[src/rtl/mips_cpu_pkg.sv]
// Shared constants for the single-cycle MIPS core:
// opcode/funct encodings, reset vector and byte-lane helper.
package mips_cpu_pkg;

    localparam logic [31:0] RESET_VECTOR_DEF = 32'hBFC0_0000;

    localparam logic [5:0] OP_SPECIAL = 6'h00;
    localparam logic [5:0] OP_J       = 6'h02;
    localparam logic [5:0] OP_JAL     = 6'h03;
    localparam logic [5:0] OP_BEQ     = 6'h04;
    localparam logic [5:0] OP_BNE     = 6'h05;
    localparam logic [5:0] OP_ADDIU   = 6'h09;
    localparam logic [5:0] OP_SLTI    = 6'h0A;
    localparam logic [5:0] OP_SLTIU   = 6'h0B;
    localparam logic [5:0] OP_ANDI    = 6'h0C;
    localparam logic [5:0] OP_ORI     = 6'h0D;
    localparam logic [5:0] OP_XORI    = 6'h0E;
    localparam logic [5:0] OP_LUI     = 6'h0F;
    localparam logic [5:0] OP_LW      = 6'h23;
    localparam logic [5:0] OP_SW      = 6'h2B;

    localparam logic [5:0] FN_SLL  = 6'h00;
    localparam logic [5:0] FN_SRL  = 6'h02;
    localparam logic [5:0] FN_JR   = 6'h08;
    localparam logic [5:0] FN_JALR = 6'h09;
    localparam logic [5:0] FN_ADDU = 6'h21;
    localparam logic [5:0] FN_SUBU = 6'h23;
    localparam logic [5:0] FN_AND  = 6'h24;
    localparam logic [5:0] FN_OR   = 6'h25;
    localparam logic [5:0] FN_XOR  = 6'h26;
    localparam logic [5:0] FN_SLT  = 6'h2A;
    localparam logic [5:0] FN_SLTU = 6'h2B;

    // Bus words travel with byte lanes reversed.
    function automatic logic [31:0] bswap32(input logic [31:0] w);
        return {w[7:0], w[15:8], w[23:16], w[31:24]};
    endfunction

endpackage

[src/rtl/mips_cpu_regfile.sv]
// 32x32 GPR file: two combinational reads, one synchronous write,
// asynchronous clear; $0 is hardwired to zero.
module mips_cpu_regfile (
    input  logic        clk,
    input  logic        rst_n,
    input  logic        we_i,
    input  logic [4:0]  waddr_i,
    input  logic [31:0] wdata_i,
    input  logic [4:0]  raddr_a_i,
    input  logic [4:0]  raddr_b_i,
    output logic [31:0] rdata_a_o,
    output logic [31:0] rdata_b_o,
    output logic [31:0] v0_o
);

    logic [31:0] regs_q [32];

    always_ff @(posedge clk or negedge rst_n) begin
        if (!rst_n) begin
            for (int i = 0; i < 32; i++) begin
                regs_q[i] <= '0;
            end
        end else if (we_i && (waddr_i != 5'd0)) begin
            regs_q[waddr_i] <= wdata_i;
        end
    end

    assign rdata_a_o = (raddr_a_i == 5'd0) ? '0 : regs_q[raddr_a_i];
    assign rdata_b_o = (raddr_b_i == 5'd0) ? '0 : regs_q[raddr_b_i];
    assign v0_o      = regs_q[2];

endmodule

[src/rtl/mips_cpu_harvard.sv]
// Single-cycle MIPS-I subset, Harvard buses, one branch delay slot,
// halts when the PC reaches HALT_ADDR.
module mips_cpu_harvard
    import mips_cpu_pkg::*;
#(
    parameter logic [31:0] RESET_VECTOR = RESET_VECTOR_DEF,
    parameter logic [31:0] HALT_ADDR    = 32'h0000_0000
) (
    input  logic        clk,
    input  logic        reset,
    output logic        active,
    output logic [31:0] register_v0,
    input  logic        clk_enable,
    output logic [31:0] instr_address,
    input  logic [31:0] instr_readdata,
    output logic [31:0] data_address,
    output logic        data_write,
    output logic        data_read,
    output logic [31:0] data_writedata,
    input  logic [31:0] data_readdata
);

    logic [31:0] pc_q, pc_d, npc_q, npc_d;
    logic        active_q, active_d;
    logic [31:0] instr;
    logic [5:0]  op, fn;
    logic [4:0]  rs, rt, rd, sh;
    logic [15:0] imm;
    logic [25:0] tgt;
    logic [31:0] rs_val, rt_val, imm_s, imm_z, pc4, link;
    logic        we, is_lw, is_sw, run;
    logic [4:0]  wa;
    logic [31:0] wd;

    assign instr = bswap32(instr_readdata);
    assign {op, rs, rt, rd, sh, fn} = instr;
    assign imm   = instr[15:0];
    assign tgt   = instr[25:0];
    assign imm_s = {{16{imm[15]}}, imm};
    assign imm_z = {16'h0000, imm};
    assign pc4   = pc_q + 32'd4;
    assign link  = pc_q + 32'd8;
    assign run   = active_q && clk_enable;

    mips_cpu_regfile u_regfile (
        .clk       (clk),
        .rst_n     (reset),
        .we_i      (run && we),
        .waddr_i   (wa),
        .wdata_i   (wd),
        .raddr_a_i (rs),
        .raddr_b_i (rt),
        .rdata_a_o (rs_val),
        .rdata_b_o (rt_val),
        .v0_o      (register_v0)
    );

    always_comb begin
        npc_d = npc_q + 32'd4;
        we    = 1'b0;
        wa    = rt;
        wd    = '0;
        is_lw = 1'b0;
        is_sw = 1'b0;
        case (op)
            OP_SPECIAL: begin
                wa = rd;
                we = 1'b1;
                case (fn)
                    FN_ADDU: wd = rs_val + rt_val;
                    FN_SUBU: wd = rs_val - rt_val;
                    FN_AND:  wd = rs_val & rt_val;
                    FN_OR:   wd = rs_val | rt_val;
                    FN_XOR:  wd = rs_val ^ rt_val;
                    FN_SLT:  wd = {31'd0, $signed(rs_val) < $signed(rt_val)};
                    FN_SLTU: wd = {31'd0, rs_val < rt_val};
                    FN_SLL:  wd = rt_val << sh;
                    FN_SRL:  wd = rt_val >> sh;
                    FN_JR: begin
                        we    = 1'b0;
                        npc_d = rs_val;
                    end
                    FN_JALR: begin
                        wd    = link;
                        npc_d = rs_val;
                    end
                    default: we = 1'b0;
                endcase
            end
            OP_J:   npc_d = {pc4[31:28], tgt, 2'b00};
            OP_JAL: begin
                npc_d = {pc4[31:28], tgt, 2'b00};
                we    = 1'b1;
                wa    = 5'd31;
                wd    = link;
            end
            OP_BEQ: if (rs_val == rt_val) npc_d = pc4 + (imm_s << 2);
            OP_BNE: if (rs_val != rt_val) npc_d = pc4 + (imm_s << 2);
            OP_ADDIU: begin we = 1'b1; wd = rs_val + imm_s; end
            OP_SLTI: begin
                we = 1'b1;
                wd = {31'd0, $signed(rs_val) < $signed(imm_s)};
            end
            OP_SLTIU: begin we = 1'b1; wd = {31'd0, rs_val < imm_s}; end
            OP_ANDI:  begin we = 1'b1; wd = rs_val & imm_z; end
            OP_ORI:   begin we = 1'b1; wd = rs_val | imm_z; end
            OP_XORI:  begin we = 1'b1; wd = rs_val ^ imm_z; end
            OP_LUI:   begin we = 1'b1; wd = {imm, 16'h0000}; end
            OP_LW: begin
                we    = 1'b1;
                is_lw = 1'b1;
                wd    = bswap32(data_readdata);
            end
            OP_SW:   is_sw = 1'b1;
            default: ;
        endcase
        // The delay slot is always the instruction already queued in npc_q.
        pc_d     = npc_q;
        active_d = (npc_q != HALT_ADDR);
    end

    always_ff @(posedge clk or negedge reset) begin
        if (!reset) begin
            pc_q     <= RESET_VECTOR;
            npc_q    <= RESET_VECTOR + 32'd4;
            active_q <= 1'b1;
        end else if (run) begin
            pc_q     <= pc_d;
            npc_q    <= npc_d;
            active_q <= active_d;
        end
    end

    assign active         = active_q;
    assign instr_address  = pc_q;
    assign data_address   = rs_val + imm_s;
    assign data_read      = run && is_lw;
    assign data_write     = run && is_sw;
    assign data_writedata = bswap32(rt_val);

endmodule

[config.mk]
export PLATFORM = sky130hd
export DESIGN_NAME = mips_cpu_harvard
export DESIGN_NICKNAME = d
export VERILOG_FILES = /design/src/rtl/mips_cpu_pkg.sv /design/src/rtl/mips_cpu_regfile.sv /design/src/rtl/mips_cpu_harvard.sv
export SDC_FILE = /design/constraint.sdc
export NUM_CORES = 2
export LEC_CHECK = 0
export BUFFER_PORTS_ARGS = -buffer_cell sky130_fd_sc_hd__buf_2
export CORE_ASPECT_RATIO = 1.75
export CORE_MARGIN = 3
export CORE_UTILIZATION = 40
export CTS_CLUSTER_DIAMETER = 40
export DETAILED_ROUTE_END_ITERATION = 10
export GPL_TIMING_DRIVEN = 0
export PLACE_DENSITY = 0.63
export SETUP_SLACK_MARGIN = 0.1
export SYNTH_ARGS = -nofsm -noshare
export SYNTH_HDL_FRONTEND = slang
export SYNTH_SLANG_ARGS = --single-unit
[constraint.sdc]
create_clock -name clk -period 9.65 [get_ports clk]
set_input_delay 0.4825 -clock clk [delete_from_list [all_inputs] [get_ports clk]]
set_output_delay 0.4825 -clock clk [all_outputs]
set_load 0.05 [all_outputs]
==> results of run 1 <==
[per-stage QoR]
step	util (%)	hold slack, ns	setup slack, ns
after CTS	45.99	0.03234	0.1081
after detailed placement	43.30	0.4559	-3.840
after global placement	42.41	0.4442	-16.82
after floorplan	-	0.1869	1.871
[cell families after synthesis]
group	count (synthesis)	synth area share [%]
AND/OR/NAND/NOR	2113	12.35
AO/OA/AOI/OAI	2129	17.83
XOR/XNOR	141	1.624
multiplexers	1195	23.36
flip-flops	1089	35.88
buffers and inverters	901	5.358
adder cells (fa/ha/maj)	217	3.611
[cell usage after synthesis (all sizes together) (18+ instances only)]
master	instances	area (um2)
dfrtp	1069	26750
nand2	940	3528
o21ai	692	3463
nor2	550	2064
clkbuf	489	1843
a21oi	475	2392
mux2i	462	4637
mux4	421	9504
mux2	312	3618
buf	248	1615
ha	213	2665
a22oi	187	1404
inv	159	596.8
nand3	147	740.7
nor3	104	556.8
a211oi	92	705.7
xnor2	90	788.3
o31ai	88	665.6
a31oi	69	431.7
and3	63	394.1
a21o	58	435.4
a221oi	52	468.0
o22ai	52	325.3
xor2	51	446.7
nor4	47	337.8
nand2b	46	287.8
nand4	43	275.3
nor2b	40	250.2
o221ai	39	359.1
o21bai	36	270.3
o211ai	35	272.8
and2	32	202.7
a22o	27	236.5
or3	24	150.1
o21a	22	165.2
dfstp	20	525.5
or2	19	118.9
a211o	18	157.7
and4	18	157.7
[repair_timing]
action / CTS
hold endpoints to repair: 129
resized for setup: 119
cloned: 0
pin swaps: 6
setup endpoints to repair: 1051
hold buffers: 1
setup buffers: 7
[routing by layer]
metal	GRT usage (%)	overflow
met5	21.45	11
met3	52.86	37
met2	91.28	1251
met1	71.57	35
met4	75.27	869
==> metrics.txt, run 1 <==
# TYPE chip_impl_metric gauge
chip_impl_metric{name="clkSinkCount",unit=""} 1089
chip_impl_metric{name="portBuffers",unit=""} 191
chip_impl_info{name="first-error",value="[ERROR GRT-0116] Global routing finished with congestion. Check the congestion regions in the DRC Viewer."} 1
chip_impl_metric{name="h-tree-depth",unit=""} 4
chip_impl_metric{name="synth_enable_flop_cells",unit=""} 0
chip_impl_metric{name="globalRouteOverflowTotal",unit=""} 2203
chip_impl_metric{name="placedInstanceArea",unit="mm2"} 0.08174
chip_impl_metric{name="gp_congestion",unit=""} 1.204
chip_impl_metric{name="clk_path_buf_depth",unit=""} 4
chip_impl_metric{name="syn-instance-count",unit=""} 7785
chip_impl_metric{name="syn_area_per_cell",unit="um2"} 9.766
chip_impl_metric{name="asyncSetResetFlopFracSynth",unit="%"} 100.0
chip_impl_metric{name="syn_nets",unit=""} 8069
chip_impl_metric{name="ys_seq_area_share",unit="%"} 35.88
chip_impl_metric{name="yosys_register_bits",unit=""} 1089
chip_impl_metric{name="syn-cell-area",unit="mm2"} 0.07603
chip_impl_metric{name="die_span_in_x",unit="um"} 335.6
chip_impl_metric{name="post-dp-hpwl",unit="mm"} 459.2
chip_impl_metric{name="effective_utilization_at_floorplan",unit="%"} 40.28
chip_impl_metric{name="grt_max_degree",unit=""} 165
chip_impl_metric{name="cts-buffers-inserted",unit=""} 138
chip_impl_metric{name="fp.dieH",unit="um"} 582.7
chip_impl_metric{name="grt_pass1_vias",unit=""} 94744
chip_impl_metric{name="yosys_warnings",unit=""} 0
chip_impl_metric{name="io_pins",unit=""} 198
chip_impl_info{name="status",value="did not finish"} 1
chip_impl_info{name="flow.stopped_at",value="global routing"} 1
chip_impl_info{name="ys.flop_type",value="sky130_fd_sc_hd__dfrtp_1"} 1
chip_impl_metric{name="synth.distinct_cells",unit=""} 109
chip_impl_info{name="clock-root-buffer",value="sky130_fd_sc_hd__clkbuf_16"} 1
chip_impl_metric{name="wire_length_of_the_first_global_routing_pass",unit="mm"} 1005
chip_impl_metric{name="floorplan.rows",unit=""} 211
chip_impl_metric{name="overall_routing_resource_usage",unit="%"} 72.28
chip_impl_metric{name="placed_cells_incl_taps",unit=""} 10501
==> run 2: changes to the inputs <==
--- a/config.mk
+++ b/config.mk
@@ -6,14 +6,11 @@
 export NUM_CORES = 2
 export LEC_CHECK = 0
 export BUFFER_PORTS_ARGS = -buffer_cell sky130_fd_sc_hd__buf_2
-export CORE_ASPECT_RATIO = 1.75
 export CORE_MARGIN = 3
-export CORE_UTILIZATION = 40
-export CTS_CLUSTER_DIAMETER = 40
+export CORE_UTILIZATION = 25
 export DETAILED_ROUTE_END_ITERATION = 10
 export GPL_TIMING_DRIVEN = 0
-export PLACE_DENSITY = 0.63
-export SETUP_SLACK_MARGIN = 0.1
+export PLACE_DENSITY_LB_ADDON = 0.15
 export SYNTH_ARGS = -nofsm -noshare
 export SYNTH_HDL_FRONTEND = slang
 export SYNTH_SLANG_ARGS = --single-unit
==> metrics.txt, run 2 <==
# TYPE chip_impl_metric gauge
chip_impl_metric{name="cells_on_worst_hold_path",unit=""} 3
chip_impl_info{name="holdPathEnd",value="active$_DFFE_PN1P_"} 1
chip_impl_metric{name="initial_antenna_violation_count",unit=""} 68
chip_impl_metric{name="asyncSetResetFlopFracSynth",unit="%"} 100.0
chip_impl_metric{name="drt_first_iter_violations",unit=""} 11150
chip_impl_info{name="worstReg2RegStart",value="u_regfile.regs_q[198]$_DFFE_PN0P_"} 1
chip_impl_info{name="worst-setup-path-type",value="in2reg"} 1
chip_impl_metric{name="clock-skew-final",unit="ns"} 0.1164
chip_impl_metric{name="number_of_flip_flops_in_the_largest_register",unit=""} 992
chip_impl_metric{name="hold_viol_final",unit=""} 0
chip_impl_metric{name="drc_viols",unit=""} 0
chip_impl_metric{name="critical_path_arrival",unit="ns"} 10.55
chip_impl_metric{name="grt_max_degree",unit=""} 154
chip_impl_metric{name="timing.critical_path.required",unit="ns"} 10.27
chip_impl_info{name="worst_hold_path_class",value="in2reg"} 1
chip_impl_info{name="regMostFlops",value="u_regfile.regs_q"} 1
chip_impl_info{name="mostFrequentLayoutCells",value="1069 x sky130_fd_sc_hd__dfrtp_1, 940 x sky130_fd_sc_hd__nand2_1, 640 x sky130_fd_sc_hd__o21ai_0"} 1
chip_impl_info{name="combinational_family_with_the_most_area_after_synthesis",value="multiplexers"} 1
chip_impl_metric{name="fp.dieH",unit="um"} 557.5
chip_impl_metric{name="setup_total_negative_slack",unit="ns"} -34.85
chip_impl_metric{name="drive_above_1_share",unit="%"} 20.82
chip_impl_metric{name="core-area",unit="mm2"} 0.3013
chip_impl_info{name="synthDominantAreaCellType",value="sky130_fd_sc_hd__dfrtp_1"} 1
chip_impl_metric{name="effective_utilization_at_floorplan",unit="%"} 25.23
chip_impl_metric{name="timing.critical_path.fanout_max",unit=""} 19
chip_impl_metric{name="gp_congestion",unit=""} 1.050
chip_impl_metric{name="overall_routing_resource_usage",unit="%"} 35.12
chip_impl_metric{name="die_span_in_x",unit="um"} 557.5
chip_impl_metric{name="timing.final.crit_period",unit="ns"} 9.931
chip_impl_metric{name="post_drt_wl_per_cell",unit="um"} 45.75
chip_impl_metric{name="h-tree-depth",unit=""} 4
chip_impl_metric{name="clk_path_buf_depth",unit=""} 4
chip_impl_metric{name="yosys.area_share.xor_xnor",unit="%"} 1.624
chip_impl_metric{name="worst-slew-pin-transition",unit="ns"} 1.666
chip_impl_metric{name="clkLatencyLatePin",unit="ns"} 0.89
chip_impl_metric{name="power.density",unit="mW/mm2"} 139.5
chip_impl_metric{name="hold_ws",unit="ns"} 0.06772
chip_impl_metric{name="synth_compound_area_share",unit="%"} 17.83
chip_impl_metric{name="yosys-mux-area-fraction",unit="%"} 23.36
chip_impl_metric{name="syn_area_per_cell",unit="um2"} 9.766
chip_impl_metric{name="setup_viol",unit=""} 289
chip_impl_metric{name="ys_seq_area_share",unit="%"} 35.88
chip_impl_info{name="layout_commonest_cell",value="sky130_fd_sc_hd__dfrtp_1"} 1
chip_impl_metric{name="filler_cell_count_in_the_final_layout",unit=""} 31918
chip_impl_info{name="hp-start",value="clk_enable"} 1
chip_impl_metric{name="floorplan.die_area",unit="mm2"} 0.3108
chip_impl_metric{name="synth_top_cell_area_share",unit="%"} 35.18
chip_impl_metric{name="maxCapViolations",unit=""} 32
chip_impl_metric{name="drt-vias-per-instance",unit=""} 6.225
chip_impl_metric{name="reg2reg_depth",unit=""} 20
chip_impl_metric{name="portBuffers",unit=""} 191
chip_impl_metric{name="design.final.nets",unit=""} 8477
chip_impl_metric{name="wire_length_of_the_first_global_routing_pass",unit="mm"} 727.1
chip_impl_metric{name="drtPass1Iterations",unit=""} 6
chip_impl_metric{name="worst_slew_margin_rel",unit="%"} -11.07
chip_impl_info{name="critical_path.startpoint_type",value="primary input"} 1
chip_impl_metric{name="syn_nets",unit=""} 8069
chip_impl_info{name="end_kind",value="flop"} 1
chip_impl_metric{name="synth_simple_gate_area_share",unit="%"} 12.35
chip_impl_metric{name="rrSetupSlack",unit="ns"} 1.50
chip_impl_metric{name="max-vdd-ir-drop",unit="V"} 0.0001513
chip_impl_metric{name="grt_pass1_vias",unit=""} 72116
chip_impl_metric{name="layout_stage_area_growth_over_the_synthesis_result",unit="%"} 17.00
chip_impl_info{name="synth.area.top_cells",value="sky130_fd_sc_hd__dfrtp_1 35%, sky130_fd_sc_hd__mux4_2 12%, sky130_fd_sc_hd__mux2i_1 6.1%, sky130_fd_sc_hd__nand2_1 4.6%, sky130_fd_sc_hd__o21ai_0 4.2%"} 1
chip_impl_info{name="violations",value="capacitance limit, slew limit, setup timing"} 1
chip_impl_info{name="regToRegEndpoint",value="u_regfile.regs_q[501]$_DFFE_PN0P_"} 1
chip_impl_info{name="cts_tree",value="done"} 1
chip_impl_metric{name="max_clock_freq",unit="GHz"} 0.1007
chip_impl_metric{name="globalRouteOverflowTotal",unit=""} 0
chip_impl_metric{name="finalMaxSlewViolations",unit=""} 221
chip_impl_metric{name="floorplan.rows",unit=""} 201
chip_impl_metric{name="static_leakage",unit="nW"} 37.59
chip_impl_metric{name="syn-instance-count",unit=""} 7785
chip_impl_info{name="ys.flop_type",value="sky130_fd_sc_hd__dfrtp_1"} 1
chip_impl_info{name="post-synth-top-count-cell",value="sky130_fd_sc_hd__dfrtp_1"} 1
chip_impl_metric{name="clkSinkCount",unit=""} 1089
chip_impl_metric{name="synth_enable_flop_cells",unit=""} 0
chip_impl_metric{name="synth.distinct_cells",unit=""} 109
chip_impl_metric{name="finalCritPeriodShare",unit="%"} 102.9
chip_impl_metric{name="post-dp-hpwl",unit="mm"} 428.4
chip_impl_metric{name="yosys_warnings",unit=""} 0
chip_impl_metric{name="drt-total-wl",unit="mm"} 562.5
chip_impl_metric{name="synth-adder-area-share",unit="%"} 3.611
chip_impl_metric{name="yosys_register_bits",unit=""} 1089
chip_impl_metric{name="io_pins",unit=""} 198
chip_impl_metric{name="cts.reportedPaths.clkPinSlew",unit="ns"} 0.06
chip_impl_info{name="clock-root-buffer",value="sky130_fd_sc_hd__clkbuf_16"} 1
chip_impl_metric{name="syn-cell-area",unit="mm2"} 0.07603
chip_impl_metric{name="cts-buffers-inserted",unit=""} 148
chip_impl_info{name="status",value="finished, violations left"} 1
chip_impl_metric{name="vias",unit=""} 76532
chip_impl_metric{name="postLayoutSetupSlackWorst",unit="ns"} -0.2814
chip_impl_info{name="synth.top_cells.by_count",value="1069 x sky130_fd_sc_hd__dfrtp_1, 940 x sky130_fd_sc_hd__nand2_1, 640 x sky130_fd_sc_hd__o21ai_0, 550 x sky130_fd_sc_hd__nor2_1, 483 x sky130_fd_sc_hd__clkbuf_1"} 1
chip_impl_metric{name="route.antenna.remaining_nets",unit=""} 0
chip_impl_info{name="rsz0062_at_grt",value="no"} 1
-- run 2: cell counts after synthesis --
No cell type changed its count.
-- run 2: cell families after synthesis --
kind of cell | count (synthesis)
adders and majority gates | 217
buffers and inverters | 901
muxes | 1195
DFF | 1089
xor gates and xnor gates | 141
and+or+nand+nor | 2113
AOI/OAI and AO/OA | 2129
-- run 2: metrics by stage --
step                cells  instance area, um2  util (%)  setup WS, ns  total power (W)
global placement    11934               81940     27.20        -17.83         0.006573
floorplan            7785               76030         -         1.871         0.005558
detailed placement  11993               83370     27.67        -4.449         0.006605
CTS                 12243               88610     29.41      0.002665          0.01235
finish              12295               88950     29.52       -0.2814          0.01241
global route        12257               88860     29.49      0.003348          0.01261
-- run 2: worst max-delay path by stage --
stage | start | to | slack, ns
floorplan | instr_readdata[13] | u_regfile.regs_q[564]$_DFFE_PN0P_ | 1.87
global placement | reset | u_regfile.regs_q[343]$_DFFE_PN0P_ | -17.83
detailed placement | instr_readdata[14] | u_regfile.regs_q[241]$_DFFE_PN0P_ | -4.45
CTS | instr_readdata[13] | data_address[25] | 0.003
global route | instr_readdata[13] | u_regfile.regs_q[505]$_DFFE_PN0P_ | 0.003
finish | instr_readdata[14] | u_regfile.regs_q[501]$_DFFE_PN0P_ | -0.28
-- run 2: metal layers --
| metal | up-vias | wire, um | GRT usage, % |
|---|---|---|---|
| li1 | 29760 | - | - |
| met1 | 39811 | 215800 | 43.43 |
| met2 | 5476 | 236700 | 51.27 |
| met3 | 1457 | 61310 | 10.93 |
| met4 | 28 | 48440 | 25.87 |
| met5 | - | 312 | 0.3087 |
-- run 2: layout make-up --
cell class	count	area [um2]	share of cell area [%]
Timing Repair Buffer	264	2097	2.357
Inverter	164	615.6	0.6920
Tap cell	3958	4952	5.567
Multi-Input combinational cell	5795	45320	50.94
Clock buffer	203	4254	4.782
Buffer	731	3701	4.161
Sequential cell	1089	27280	30.66
Antenna cell	43	107.6	0.1210
Clock inverter	48	633.1	0.7117
-- run 2: report_power, final --
part	internal, W	switching, W	leakage (nW)
registers	0.00457	0	15.1
logic	0.000463	0.00160	20.1
clock network	0.00342	0.00236	2.40
-- run 2: what timing repair did --
action                                 in CTS  in global routing
pin swaps                                   3                  6
setup endpoints to repair                1055                439
gates resized for setup                    89                 34
setup buffers                               1                  7
endpoints found under the hold margin      91                  0
hold buffers                                1                  0
-- run 2: critical path, cell delays in order --
cell and delay [ns]:
sky130_fd_sc_hd__buf_4 0.26, sky130_fd_sc_hd__buf_4 0.28, sky130_fd_sc_hd__buf_6 0.34, sky130_fd_sc_hd__buf_6 0.43, sky130_fd_sc_hd__buf_4 0.36, sky130_fd_sc_hd__buf_2 0.57, sky130_fd_sc_hd__buf_1 0.70, sky130_fd_sc_hd__mux4_2 0.45
sky130_fd_sc_hd__mux4_2 0.47, sky130_fd_sc_hd__mux2i_1 1.07, sky130_fd_sc_hd__or2_2 0.45, sky130_fd_sc_hd__inv_1 0.25, sky130_fd_sc_hd__ha_1 0.35, sky130_fd_sc_hd__a21oi_1 0.15, sky130_fd_sc_hd__o21ai_0 0.31, sky130_fd_sc_hd__o21bai_1 0.36
sky130_fd_sc_hd__a32oi_1 0.39, sky130_fd_sc_hd__o22ai_1 0.45, sky130_fd_sc_hd__a211oi_4 0.65, sky130_fd_sc_hd__xnor2_1 0.12, sky130_fd_sc_hd__nand2_1 0.10, sky130_fd_sc_hd__a31oi_1 0.23, sky130_fd_sc_hd__a2111oi_4 0.38, sky130_fd_sc_hd__buf_8 0.30
sky130_fd_sc_hd__clkbuf_2 0.35, sky130_fd_sc_hd__a21oi_1 0.12
No activity file was read; power rests on OpenSTA's default activity.
